<file path="src/rtl/mac_vec_driver_if.sv">
// Control/data bus between the dot-product sequencer and one MAC accumulator.
// The sequencer is the master: it owns clear, enable and both operands.
interface mac_vec_driver_if #(
  parameter int DATA_WIDTH = 8
);
  logic                      mac_clr;
  logic                      mac_en;
  logic [DATA_WIDTH-1:0]     mac_ain;
  logic [DATA_WIDTH-1:0]     mac_bin;
  logic [3*DATA_WIDTH-1:0]   mac_cout;

  modport master (
    output mac_clr, mac_en, mac_ain, mac_bin,
    input  mac_cout
  );

  modport slave (
    input  mac_clr, mac_en, mac_ain, mac_bin,
    output mac_cout
  );
endinterface

</file>
<file path="src/rtl/mac_vec_driver.sv">
// Dot-product sequencer: holds two operand vectors, clears the MAC, streams
// VEC_LEN operand pairs into it and captures the accumulated result.
module mac_vec_driver #(
  parameter int DATA_WIDTH = 8,
  parameter int VEC_LEN    = 8,
  parameter int ADDR_W     = 3
) (
  input  logic                    clk,
  input  logic                    rst,
  input  logic                    wr_en,
  input  logic                    wr_sel,
  input  logic [ADDR_W-1:0]       wr_addr,
  input  logic [DATA_WIDTH-1:0]   wr_data,
  input  logic                    start,
  output logic                    busy,
  output logic                    done,
  output logic [3*DATA_WIDTH-1:0] result,
  output logic                    result_valid,
  mac_vec_driver_if.master        mac
);
  localparam int RES_W = 3 * DATA_WIDTH;
  localparam logic [ADDR_W-1:0] IDX_LAST = ADDR_W'(VEC_LEN - 1);

  typedef enum logic [2:0] {S_IDLE, S_CLEAR, S_RUN, S_CAPTURE, S_DONE} state_t;

  state_t              state_q, state_d;
  logic [ADDR_W-1:0]   idx_q, idx_d;
  logic [RES_W-1:0]    result_q, result_d;
  logic                result_valid_q, result_valid_d;
  logic                busy_q, busy_d;
  logic                done_q, done_d;
  logic                clr_q, clr_d;
  logic                en_q, en_d;

  logic [DATA_WIDTH-1:0] a_q [VEC_LEN];
  logic [DATA_WIDTH-1:0] b_q [VEC_LEN];
  logic [DATA_WIDTH-1:0] a_rd, b_rd;

  // Operand files: writable only while IDLE; addresses past VEC_LEN match no element.
  generate
    for (genvar gi = 0; gi < VEC_LEN; gi++) begin : g_elem
      logic                  hit;
      logic [DATA_WIDTH-1:0] a_d, b_d;

      assign hit = wr_en && (state_q == S_IDLE) && (wr_addr == ADDR_W'(gi));

      always_comb begin
        a_d = a_q[gi];
        b_d = b_q[gi];
        if (hit && !wr_sel) a_d = wr_data;
        if (hit &&  wr_sel) b_d = wr_data;
      end

      always_ff @(posedge clk) begin
        a_q[gi] <= a_d;
        b_q[gi] <= b_d;
      end
    end
  endgenerate

  always_comb begin
    a_rd = '0;
    b_rd = '0;
    for (int i = 0; i < VEC_LEN; i++) begin
      if (idx_q == ADDR_W'(i)) begin
        a_rd = a_q[i];
        b_rd = b_q[i];
      end
    end
  end

  always_comb begin
    state_d        = state_q;
    idx_d          = idx_q;
    result_d       = result_q;
    result_valid_d = result_valid_q;
    unique case (state_q)
      S_IDLE: begin
        if (start) begin
          state_d        = S_CLEAR;
          result_valid_d = 1'b0;
        end
      end
      S_CLEAR: begin
        idx_d   = '0;
        state_d = S_RUN;
      end
      S_RUN: begin
        idx_d = idx_q + ADDR_W'(1);
        if (idx_q == IDX_LAST) begin
          idx_d   = '0;
          state_d = S_CAPTURE;
        end
      end
      S_CAPTURE: begin
        result_d       = mac.mac_cout;
        result_valid_d = 1'b1;
        state_d        = S_DONE;
      end
      S_DONE:  state_d = S_IDLE;
      default: state_d = S_IDLE;
    endcase

    // Control outputs are registered copies of the next-state decode.
    busy_d = (state_d == S_CLEAR) || (state_d == S_RUN) || (state_d == S_CAPTURE);
    done_d = (state_d == S_DONE);
    clr_d  = (state_d == S_CLEAR);
    en_d   = (state_d == S_RUN);
  end

  always_ff @(posedge clk) begin
    if (rst) begin
      state_q        <= S_IDLE;
      idx_q          <= '0;
      result_q       <= '0;
      result_valid_q <= 1'b0;
      busy_q         <= 1'b0;
      done_q         <= 1'b0;
      clr_q          <= 1'b0;
      en_q           <= 1'b0;
    end else begin
      state_q        <= state_d;
      idx_q          <= idx_d;
      result_q       <= result_d;
      result_valid_q <= result_valid_d;
      busy_q         <= busy_d;
      done_q         <= done_d;
      clr_q          <= clr_d;
      en_q           <= en_d;
    end
  end

  assign busy         = busy_q;
  assign done         = done_q;
  assign result       = result_q;
  assign result_valid = result_valid_q;
  assign mac.mac_clr  = clr_q;
  assign mac.mac_en   = en_q;
  assign mac.mac_ain  = en_q ? a_rd : '0;
  assign mac.mac_bin  = en_q ? b_rd : '0;
endmodule

</file>
<file path="src/flat_wrapper.sv">
// flat-port wrapper written by rule: the top's interface ports become plain ports
module mac_vec_driver_flat 
#(
  parameter int DATA_WIDTH = 8,
  parameter int VEC_LEN    = 8,
  parameter int ADDR_W     = 3
)
  (clk, rst, wr_en, wr_sel, wr_addr, wr_data, start, busy, done, result, result_valid, mac_mac_clr, mac_mac_en, mac_mac_ain, mac_mac_bin, mac_mac_cout);
  mac_vec_driver_if #(.DATA_WIDTH(DATA_WIDTH)) mac_i ();
  input  logic clk;
  input  logic rst;
  input  logic wr_en;
  input  logic wr_sel;
  input  logic [ADDR_W-1:0] wr_addr;
  input  logic [DATA_WIDTH-1:0] wr_data;
  input  logic start;
  output logic busy;
  output logic done;
  output logic [3*DATA_WIDTH-1:0] result;
  output logic result_valid;
  output wire logic [$bits(mac_i.mac_clr)-1:0] mac_mac_clr;
  output wire logic [$bits(mac_i.mac_en)-1:0] mac_mac_en;
  output wire logic [$bits(mac_i.mac_ain)-1:0] mac_mac_ain;
  output wire logic [$bits(mac_i.mac_bin)-1:0] mac_mac_bin;
  input wire logic [$bits(mac_i.mac_cout)-1:0] mac_mac_cout;
  assign mac_mac_clr = mac_i.mac_clr;
  assign mac_mac_en = mac_i.mac_en;
  assign mac_mac_ain = mac_i.mac_ain;
  assign mac_mac_bin = mac_i.mac_bin;
  assign mac_i.mac_cout = mac_mac_cout;
  mac_vec_driver #(.DATA_WIDTH(DATA_WIDTH), .VEC_LEN(VEC_LEN), .ADDR_W(ADDR_W)) u_core (.clk(clk), .rst(rst), .wr_en(wr_en), .wr_sel(wr_sel), .wr_addr(wr_addr), .wr_data(wr_data), .start(start), .busy(busy), .done(done), .result(result), .result_valid(result_valid), .mac(mac_i));
endmodule
</file>
<file path="config.mk">
export PLATFORM = sky130hd
export DESIGN_NAME = mac_vec_driver_flat
export DESIGN_NICKNAME = d
export VERILOG_FILES = /design/src/rtl/mac_vec_driver_if.sv /design/src/rtl/mac_vec_driver.sv /design/src/flat_wrapper.sv
export SDC_FILE = /design/constraint.sdc
export NUM_CORES = 1
export LEC_CHECK = 0
export BUFFER_PORTS_ARGS = -buffer_cell sky130_fd_sc_hd__buf_4
export CAP_MARGIN = 20
export CORE_ASPECT_RATIO = 1.25
export CORE_UTILIZATION = 25
export CTS_CLUSTER_SIZE = 20
export DETAILED_ROUTE_END_ITERATION = 10
export GPL_TIMING_DRIVEN = 0
export HOLD_SLACK_MARGIN = 0.06
export PLACE_DENSITY = 0.39
export SYNTH_ARGS = -nofsm -noshare
export SYNTH_HDL_FRONTEND = slang
export SYNTH_SLANG_ARGS = --single-unit
</file>
<file path="constraint.sdc">
create_clock -name clk -period 2.8 [get_ports clk]
set_input_delay 0.56 -clock clk [delete_from_list [all_inputs] [get_ports clk]]
set_output_delay 0.56 -clock clk [all_outputs]
set_load 0.02 [all_outputs]
</file>
==> impl_metrics.csv, run 1 <==
group,metric,value,unit
outcome,status,"finished with violations",
outcome,failing_checks,"negative setup slack",
grt,grt_pass1_wl,33.0,mm
grt,grt_max_degree,18,
drt,route.antenna.remaining_nets,0,
clock_tree,numCtsBuffers,17,
yosys,synth-edff-count,128,
worst_hold_path,hold-path-cell-count,3,
grt,overflow,0,
yosys,synth_top_area_share,0.559,
timing,finalWorstPathRequiredPeriod,2880,ps
yosys,synth_cell_type_count,38,
worst_setup_path,setup.worst_path.end_class,"output port",
floorplan,core_area,26900,um2
worst_setup_path,critPathMaxStageDelay,380,ps
worst_setup_path,critical_path_peak_fanout,7,
drt,dr.pass1.iters,5,
worst_setup_path,cp_arrival,2320,ps
timing,max-slew-margin-rel,0.287,
placement,buffer_ports.inserted,82,
yosys,synth_compound_area_frac,0.144,
drt,finalWirelength,22.4,mm
yosys,synth_flop_cell,"edfxtp_1",
worst_setup_path,crit_path_top_delay_cell,"dfxtp_4",
timing,fin_tns_setup,-722,ps
worst_setup_path,cp.buffers_inverters,3,
grt,grt_usage,0.163,
drt,vias_per_cell,4.74,
drt,avgRoutedWirePerCell,20.4,um
drt,remaining_drc_errors,0,
clock_tree,clock_path_buffers,2,
layout,syn_to_final_growth,35.0,%
floorplan,fp-row-count,67,
yosys,nets_in_the_synthesized_netlist,656,
yosys,netlist_instances,610,
layout,diodes,0,
worst_setup_path,worstPathRequired,2240,ps
yosys,ys_async_sr_fraction,0,
flow_run,max_cap_violations,0,
worst_setup_path,cp.depth,9,
yosys,adder_cell_fraction_of_synth_area,0.0109,
drt,vias,5195,
grt,first_global_vias,5594,
placement,dpl-instance-area,7970,um2
floorplan,initial_core_util,0.256,
yosys,yosysWarningCount,0,
timing,setup_viol,15,
timing,grt_setup_unrepaired,"true",
timing,tightestPinTransition,1060,ps
timing,setup_ws,-77.0,ps
worst_setup_path,r2r_start,"u_core.state_q[0]",
yosys,post-synth-top-count-cell,"edfxtp_1",
clock_tree,insertion_delay,430,ps
placement,final_hpwl_from_detailed_placement,15.2,mm
yosys,yosys.area_share.xor_xnor,0.00127,
timing,fmax,0.348,GHz
yosys,synth.mux.area_fraction,0.00146,
clock_tree,cts_hold_repair.buffers,0,
power,power_density,589,nW/um2
yosys,synth-simple-area-share,0.135,
drt,initialDrtViolationCount,387,
yosys,ys_seq_area_frac,0.661,
yosys,synth.ff_latch_count,163,
yosys,synth_area_per_cell,11.3,um2
yosys,combinational_family_with_the_most_area_after_synthesis,"compound AO/OA/AOI/OAI gates",
worst_setup_path,reg2reg_depth,5,
yosys,netlist.top_cell.by_area,"edfxtp_1",
clock_tree,h_tree_levels,4,
power,peakVddDrop,0.325,mV
worst_hold_path,min-delay-start,"mac_mac_cout[4]",
power,power_leakage,3.24,nW
grt,initial_antenna_violation_count,0,
yosys,post_synth_instance_area,6880,um2
clock_tree,ctsRootBufferMaster,"clkbuf_16",
layout,num-nets-final,785,
timing,slew_violations,0,
layout,drive_gt1_frac,0.319,
worst_setup_path,critical_path.top_delay_family,"buffers and inverters",
floorplan,die_width,150,um
worst_setup_path,cp-start-kind,"register",
floorplan,chipHeight,187,um
yosys,synth.top_cells.by_area,"edfxtp_1, dfxtp_1, nand2_1",
yosys,yosys-top-cells-count,"edfxtp_1, nand2_1, nor2_1",
worst_setup_path,timing.critical_path.from,"u_core.idx_q[0]",
timing,finClkSkew,7.98,ps
timing,report.final.hold_viol_count,0,
clock_tree,tritoncts,"yes",
worst_setup_path,crit_chain,"ha_4, ha_4, buf_12, nor2_4, buf_4, o211ai_1, o211ai_1, a31oi_1, buf_4",
layout,finish.instance_area,9290,um2
floorplan,floorplan.die_area,28200,um2
worst_hold_path,min_path_type,"input pin to register",
worst_setup_path,criticalPathCategory,"register to output port",
floorplan,boundaryPins,85,
clock_tree,cts.sinks,163,
clock_tree,worst_setup_hold_path_clk_slew,60,ps
timing,post-route-period-util,1.03,
placement,gp_congestion,0.808,
what timing repair did:
item,CTS,global route
resized for setup,113,36
pin swaps,40,31
cloned,1,4
endpoints found under the setup margin,16,16
setup buffers,15,4
per-stage QoR:
step,hold WS [ps],power [mW],instances,utilization,setup slack (ps)
final,379,5.47,1097,0.345,-77.0
after global routing,365,5.66,1097,0.345,-180
after CTS,360,5.50,1088,0.336,-134
after detailed placement,451,3.19,1042,0.296,-525
after global placement,445,3.18,1037,0.295,-526
after floorplan,469,2.95,610,-,223
routing by layer:
| layer | share of wire | routed length (um) | vias to the layer above | track usage |
|---|---|---|---|---|
| met5 | 0 | 0 | - | 0 |
| met4 | 0.032 | 709 | 0 | 0.0796 |
| met3 | 0.047 | 1050 | 33 | 0.0339 |
| met2 | 0.53 | 11900 | 163 | 0.295 |
| met1 | 0.39 | 8670 | 2521 | 0.178 |
| li1 | - | - | 2478 | - |
cells by family after synthesis:
kind of cell	count (synthesis)
flops	163
compound gates	161
buf+inv	67
xor+xnor	1
mux	1
simple gates	211
fa+ha+maj	6
cell usage in the layout (no fill, tap or decap), types with 18 or more instances in the layout:
master and instances:
clkbuf_16 21, dfxtp_1 32, buf_4 105, inv_1 18, o211ai_1 32, a31oi_1 31, a21oi_1 44, edfxtp_1 128
nor2_1 51, nand2_1 96
worst register-to-register path, cell delays in order, from the launching register on:
cell,delay [ps]
dfxtp_1,290
buf_2,190
nor4b_4,430
nand2b_1,210
nor3_1,660
buf_4,280
flip-flops by register name (all words and copies together), names as in the netlist:
name                 flops
u_core.a_q              64
u_core.b_q              64
u_core.result           24
u_core.idx_q             3
u_core.state_q           3
u_core.busy              1
u_core.done              1
u_core.mac.mac_clr       1
u_core.mac.mac_en        1
u_core.result_valid      1
path summary, 6_finish.rpt:
check,endpoint,slack [ps]
hold reg to reg,u_core.result[18],460
setup reg to reg,u_core.a_q[0][13],450
hold / removal,u_core.result[4],380
setup / recovery,mac_mac_bin[0],-80
area by class of cell:
class / count / area, um2
clock inverter: 14 / 128
inverter: 22 / 92.6
tap: 345 / 432
sequential: 163 / 4560
multi-input combinational: 380 / 2310
timing repair buffer: 114 / 941
fill: 2670 / 17600
buffer: 41 / 399
clock buffer: 18 / 429
power by group:
part	switching [mW]	internal, mW
Combinational	0.324	0.223
Clock	1.03	1.23
Sequential	0.0175	2.64
Total	1.37	4.10
(Power assumes the default switching activity.)
==> run 2, diff against run 1 <==
--- a/config.mk
+++ b/config.mk
@@ -13,7 +13,6 @@
 export DETAILED_ROUTE_END_ITERATION = 10
 export GPL_TIMING_DRIVEN = 0
 export HOLD_SLACK_MARGIN = 0.06
-export PLACE_DENSITY = 0.39
 export SYNTH_ARGS = -nofsm -noshare
 export SYNTH_HDL_FRONTEND = slang
 export SYNTH_SLANG_ARGS = --single-unit
==> impl_metrics.csv, run 2 (synthesis gave the netlist of run 1 again) <==
group,metric,value,unit
power,sw_frac_of_total,0.231,
floorplan,floorplan.die_area,28200,um2
layout,num-nets-final,778,
layout,finish.instance_area,9100,um2
layout,diodes,0,
floorplan,die_width,150,um
worst_setup_path,setup.worst_path.end_class,"output port",
clock_tree,numCtsBuffers,17,
timing,setup_viol,12,
worst_setup_path,cp_arrival,2340,ps
clock_tree,h_tree_levels,4,
worst_setup_path,worstPathRequired,2240,ps
grt,grt_usage,0.143,
power,p_clk_frac,0.413,
placement,dpl-instance-area,7970,um2
outcome,status,"finished with violations",
worst_setup_path,criticalPathCategory,"register to output port",
floorplan,boundaryPins,85,
timing,post-route-period-util,1.03,
power,pwr-share-comb,0.092,
timing,fmax,0.345,GHz
power,sequential_power_share,0.495,
drt,vias,5222,
layout,mostFrequentLayoutCell,"edfxtp_1",
timing,report.final.hold_viol_count,0,
clock_tree,clock_path_buffers,2,
timing,finClkSkew,10.7,ps
power,peakVddDrop,0.394,mV
power,totalPowerFinal,5.38,mW
drt,dr.pass1.iters,5,
clock_tree,ctsRootBufferMaster,"clkbuf_16",
timing,setup_ws,-96.6,ps
floorplan,core_area,26900,um2
timing,tightestPinTransition,932,ps
timing,finalWorstPathRequiredPeriod,2900,ps
placement,buffer_ports.inserted,82,
floorplan,fp-row-count,67,
clock_tree,cts_hold_repair.buffers,0,
power,power_density,591,nW/um2
timing,max-slew-margin-rel,0.373,
timing,grt_setup_unrepaired,"true",
placement,final_hpwl_from_detailed_placement,13.2,mm
worst_setup_path,critical_path_peak_fanout,8,
floorplan,chipHeight,187,um
drt,finalWirelength,19.6,mm
grt,grt_pass1_wl,29.8,mm
drt,route.antenna.remaining_nets,0,
worst_setup_path,setup.reg_to_reg.worst_slack,350,ps
worst_setup_path,timing.critical_path.from,"u_core.idx_q[0]",
worst_setup_path,cp-start-kind,"register",
clock_tree,tritoncts,"yes",
clock_tree,worst_setup_hold_path_clk_slew,60,ps
worst_hold_path,min-delay-start,"mac_mac_cout[2]",
grt,grt_max_degree,17,
grt,overflow,0,
clock_tree,insertion_delay,430,ps
drt,remaining_drc_errors,0,
grt,first_global_vias,5339,
drt,initialDrtViolationCount,301,
outcome,failing_checks,"negative setup slack",
clock_tree,cts.sinks,163,
power,p_int,4.14,mW
floorplan,initial_core_util,0.256,
flow_run,max_cap_violations,0,
worst_hold_path,min_path_type,"input pin to register",
power,total_switching_power,1.24,mW
timing,slew_violations,0,
power,power_leakage,3.16,nW
drt,vias_per_cell,4.80,
timing,fin_tns_setup,-515,ps
layout,layout_common_cells,"edfxtp_1, buf_4, nand2_1, nor2_1, a21oi_1",
worst_setup_path,r2r_start,"u_core.state_q[0]",
layout,syn_to_final_growth,32.3,%
placement,gp_congestion,0.900,
drt,avgRoutedWirePerCell,18.0,um
layout,utilization,0.338,
layout,drive_gt1_frac,0.298,
grt,initial_antenna_violation_count,0,
run 2: cell count changes in the layout (fill, tap and decap cells not counted), moves of 3 or more:
cell,previous run,this run
buf_8,7,3
inv_6,5,1
nand2_1,96,102
nand2_2,7,1
clkbuf_1,9,12
o21ai_1,9,6
o21ai_2,5,9
run 2: critical path, cell delays in order (launching register included):
cell	delay, ps
dfxtp_4	370
ha_4	170
ha_4	160
buf_12	150
buf_8	130
nor2_2	170
a221oi_4	80
o211ai_1	330
a31oi_1	170
buf_4	180
run 2: final timing paths:
kind                            depth (start not counted)               end
worst min-delay path                                    3  u_core.result[2]
worst max register to register                          5  u_core.b_q[0][7]
worst min register to register                          2  u_core.result[1]
worst max-delay path                                    9    mac_mac_bin[0]
run 2: metal layers:
metal | part of all wire | GRT usage | wire (um)
met2 | 0.50 | 0.240 | 9730
met5 | 0 | 0 | 0
met1 | 0.40 | 0.168 | 7880
met3 | 0.065 | 0.0373 | 1280
met4 | 0.039 | 0.0692 | 758
run 2: area by class of cell:
class / count / area (um2)
repair buffers: 105 / 822
inverters: 22 / 92.6
clock inverters: 11 / 113
flip-flops and latches: 163 / 4560
well taps: 345 / 432
clock buffers: 20 / 437
fillers: 2671 / 17800
multi-input cells: 380 / 2280
plain buffers: 43 / 370
run 2: power groups by stage:
stage / clock, mW / combinational (mW) / sequential [mW]
global route: 2.36 / 0.535 / 2.66
floorplan: 0 / 0.228 / 2.72
finish: 2.22 / 0.497 / 2.66
CTS: 2.25 / 0.485 / 2.66
detailed placement: 0 / 0.453 / 2.71
global placement: 0 / 0.445 / 2.71
run 2: timing repair:
action,CTS,global route
resized for setup,102,21
setup endpoints to repair,16,16
buffers inserted,11,1
pin swaps,41,15
cloned,2,1
run 2: metrics by stage:
stage	setup WS, ps	cells	hold WS [ps]
6_report	-96.6	1089	380
5_1_grt	-139	1089	368
3_3_place_gp	-403	1037	442
4_1_cts	-84.3	1085	365
2_1_floorplan	223	610	469
3_5_place_dp	-398	1042	447
==> run 3, diff against run 2 <==
--- a/config.mk
+++ b/config.mk
@@ -5,6 +5,7 @@
 export SDC_FILE = /design/constraint.sdc
 export NUM_CORES = 1
 export LEC_CHECK = 0
+export ABC_AREA = 1
 export BUFFER_PORTS_ARGS = -buffer_cell sky130_fd_sc_hd__buf_4
 export CAP_MARGIN = 20
 export CORE_ASPECT_RATIO = 1.25
==> constraint.sdc (replaced) <==
create_clock -name clk -period 3 [get_ports clk]
set_input_delay 0.6 -clock clk [delete_from_list [all_inputs] [get_ports clk]]
set_output_delay 0.6 -clock clk [all_outputs]
set_load 0.02 [all_outputs]
==> impl_metrics.csv, run 3 <==
group,metric,value,unit
outcome,status,"finished clean",
drt,dr.pass1.iters,5,
timing,setup_viol,0,
yosys,yosysWarningCount,0,
flow_run,max_cap_violations,0,
layout,final_cell_count_no_fill,1167,
clock_tree,numCtsBuffers,17,
yosys,ys_async_sr_fraction,0,
worst_setup_path,setup.worst_path.end_class,"output port",
floorplan,die_width,150,um
clock_tree,cts_hold_repair.buffers,0,
grt,initial_antenna_violation_count,0,
floorplan,initial_core_util,0.255,
layout,layout_common_cells,"nand2_1, edfxtp_1, buf_4, inv_1, nor2_1",
placement,placed_cells,1116,
layout,drive_gt1_frac,0.269,
timing,finClkSkew,6.02,ps
worst_setup_path,cp_arrival,2270,ps
yosys,yosys-top-cells-count,"nand2_1, edfxtp_1, nand3_1",
clock_tree,insertion_delay,420,ps
clock_tree,h_tree_levels,4,
timing,slew_violations,0,
power,power_density,562,nW/um2
timing,report.final.hold_viol_count,0,
timing,finalWorstPathRequiredPeriod,2870,ps
floorplan,boundaryPins,85,
worst_setup_path,criticalPathCategory,"register to output port",
worst_setup_path,worstPathRequired,2400,ps
yosys,nets_in_the_synthesized_netlist,728,
timing,fmax,0.349,GHz
clock_tree,ctsRootBufferMaster,"clkbuf_16",
yosys,netlist_instances,682,
yosys,netlist.top_cell.by_area,"edfxtp_1",
floorplan,fp-row-count,67,
layout,num-nets-final,855,
clock_tree,tritoncts,"yes",
layout,diodes,0,
yosys,synth-edff-count,128,
grt,first_global_vias,5157,
yosys,synth_flop_cell,"edfxtp_1",
layout,mostFrequentLayoutCell,"nand2_1",
yosys,synth.ff_latch_count,163,
yosys,post-synth-top-count-cell,"nand2_1",
grt,grt_usage,0.128,
layout,fillCellCount,2750,
yosys,post_synth_instance_area,6850,um2
worst_hold_path,min_path_type,"input pin to register",
drt,route.antenna.remaining_nets,0,
timing,max-slew-margin-rel,0.284,
yosys,ys_seq_area_frac,0.664,
grt,overflow,0,
timing,post-route-period-util,0.956,
timing,tightestPinTransition,1070,ps
placement,buffer_ports.inserted,82,
drt,initialDrtViolationCount,357,
timing,grt_setup_unrepaired,"true",
floorplan,floorplan.die_area,28100,um2
grt,grt_max_degree,17,
drt,avgRoutedWirePerCell,14.6,um
yosys,synth_top_area_share,0.562,
yosys,synth.top_cells.by_area,"edfxtp_1, nand2_1, dfxtp_1",
floorplan,core_area,26800,um2
yosys,synth_area_per_cell,10.0,um2
layout,syn_to_final_growth,30.0,%
clock_tree,worst_setup_hold_path_clk_slew,70,ps
placement,final_hpwl_from_detailed_placement,11.9,mm
worst_setup_path,cp-start-kind,"register",
worst_setup_path,critical_path_peak_fanout,6,
clock_tree,cts.sinks,163,
placement,gp_congestion,0.765,
power,power_leakage,3.49,nW
timing,fin_tns_setup,0,ps
power,peakVddDrop,0.342,mV
drt,vias_per_cell,4.41,
drt,vias,5142,
drt,remaining_drc_errors,0,
floorplan,chipHeight,187,um
grt,grt_pass1_wl,27.0,mm
drt,finalWirelength,17.1,mm
clock_tree,clock_path_buffers,2,
yosys,synth_cell_type_count,27,
run 3: where the power goes:
part / switching, mW / internal [mW] / leakage, nW
Sequential: 0.0144 / 2.46 / 1.44
Combinational: 0.243 / 0.147 / 1.77
Clock: 0.900 / 1.23 / 0.282
Total: 1.16 / 3.84 / 3.49
run 3: repair_timing:
action / in CTS / in global routing
endpoints found under the setup margin: 16 / 16
pin swaps: 2 / 16
gates resized for setup: 20 / 51
cloned: 0 / 2
buffers inserted: 5 / 6
run 3: logic make-up after synthesis:
group / share of synthesized area
AOI/OAI and AO/OA: 0.0590
adders and majority gates: 0.0110
buffers and inverters: 0.0618
DFF: 0.664
and+or+nand+nor: 0.204
run 3: area by class of cell:
| type | instances | area [um2] | share of cell area |
|---|---|---|---|
| clock inverters | 15 | 156 | 0.0176 |
| plain buffers | 31 | 196 | 0.0221 |
| flip-flops and latches | 163 | 4550 | 0.512 |
| multi-input cells | 423 | 2050 | 0.230 |
| inverters | 63 | 248 | 0.0278 |
| well taps | 345 | 432 | 0.0485 |
| repair buffers | 110 | 841 | 0.0945 |
| clock buffers | 17 | 425 | 0.0478 |
run 3: final timing paths:
path / start / to / depth (start not counted) / slack [ps]
setup / recovery: u_core.idx_q[0] / mac_mac_bin[5] / 15 / 130
hold / removal: mac_mac_cout[0] / u_core.result[0] / 3 / 440
setup reg to reg: u_core.state_q[1] / u_core.a_q[0][20] / 4 / 830
hold reg to reg: u_core.result[13] / u_core.result[13] / 2 / 460
run 3: metal layers:
layer	track usage	part of all wire	up-vias
li1	-	-	2516
met1	0.140	0.38	2423
met2	0.225	0.53	167
met3	0.0344	0.061	36
met4	0.0602	0.031	0
met5	0	0	-
run 3: worst max-delay path, cell delays in order (launching register included):
cell and delay (ps):
dfxtp_4 370, inv_4 70, ha_4 120, buf_6 120, inv_2 50, nor2_4 170
buf_6 140, nand3_1 60, nand3_1 90, nand2_1 70, nand2_1 70, nand2_1 50
nand2_1 70, nand2_1 80, a21oi_2 140, buf_4 160
run 3: stage by stage:
stage | util | setup slack, ps | hold slack (ps) | power [mW] | instance area, um2
CTS | 0.321 | 3.59 | 417 | 5.00 | 8610
floorplan | - | 476 | 474 | 2.70 | 6850
detailed placement | 0.296 | 24.4 | 456 | 2.87 | 7940
global placement | 0.294 | -1.70 | 448 | 2.86 | 7890
global route | 0.332 | -11.5 | 422 | 5.18 | 8900
finish | 0.332 | 132 | 435 | 5.00 | 8900
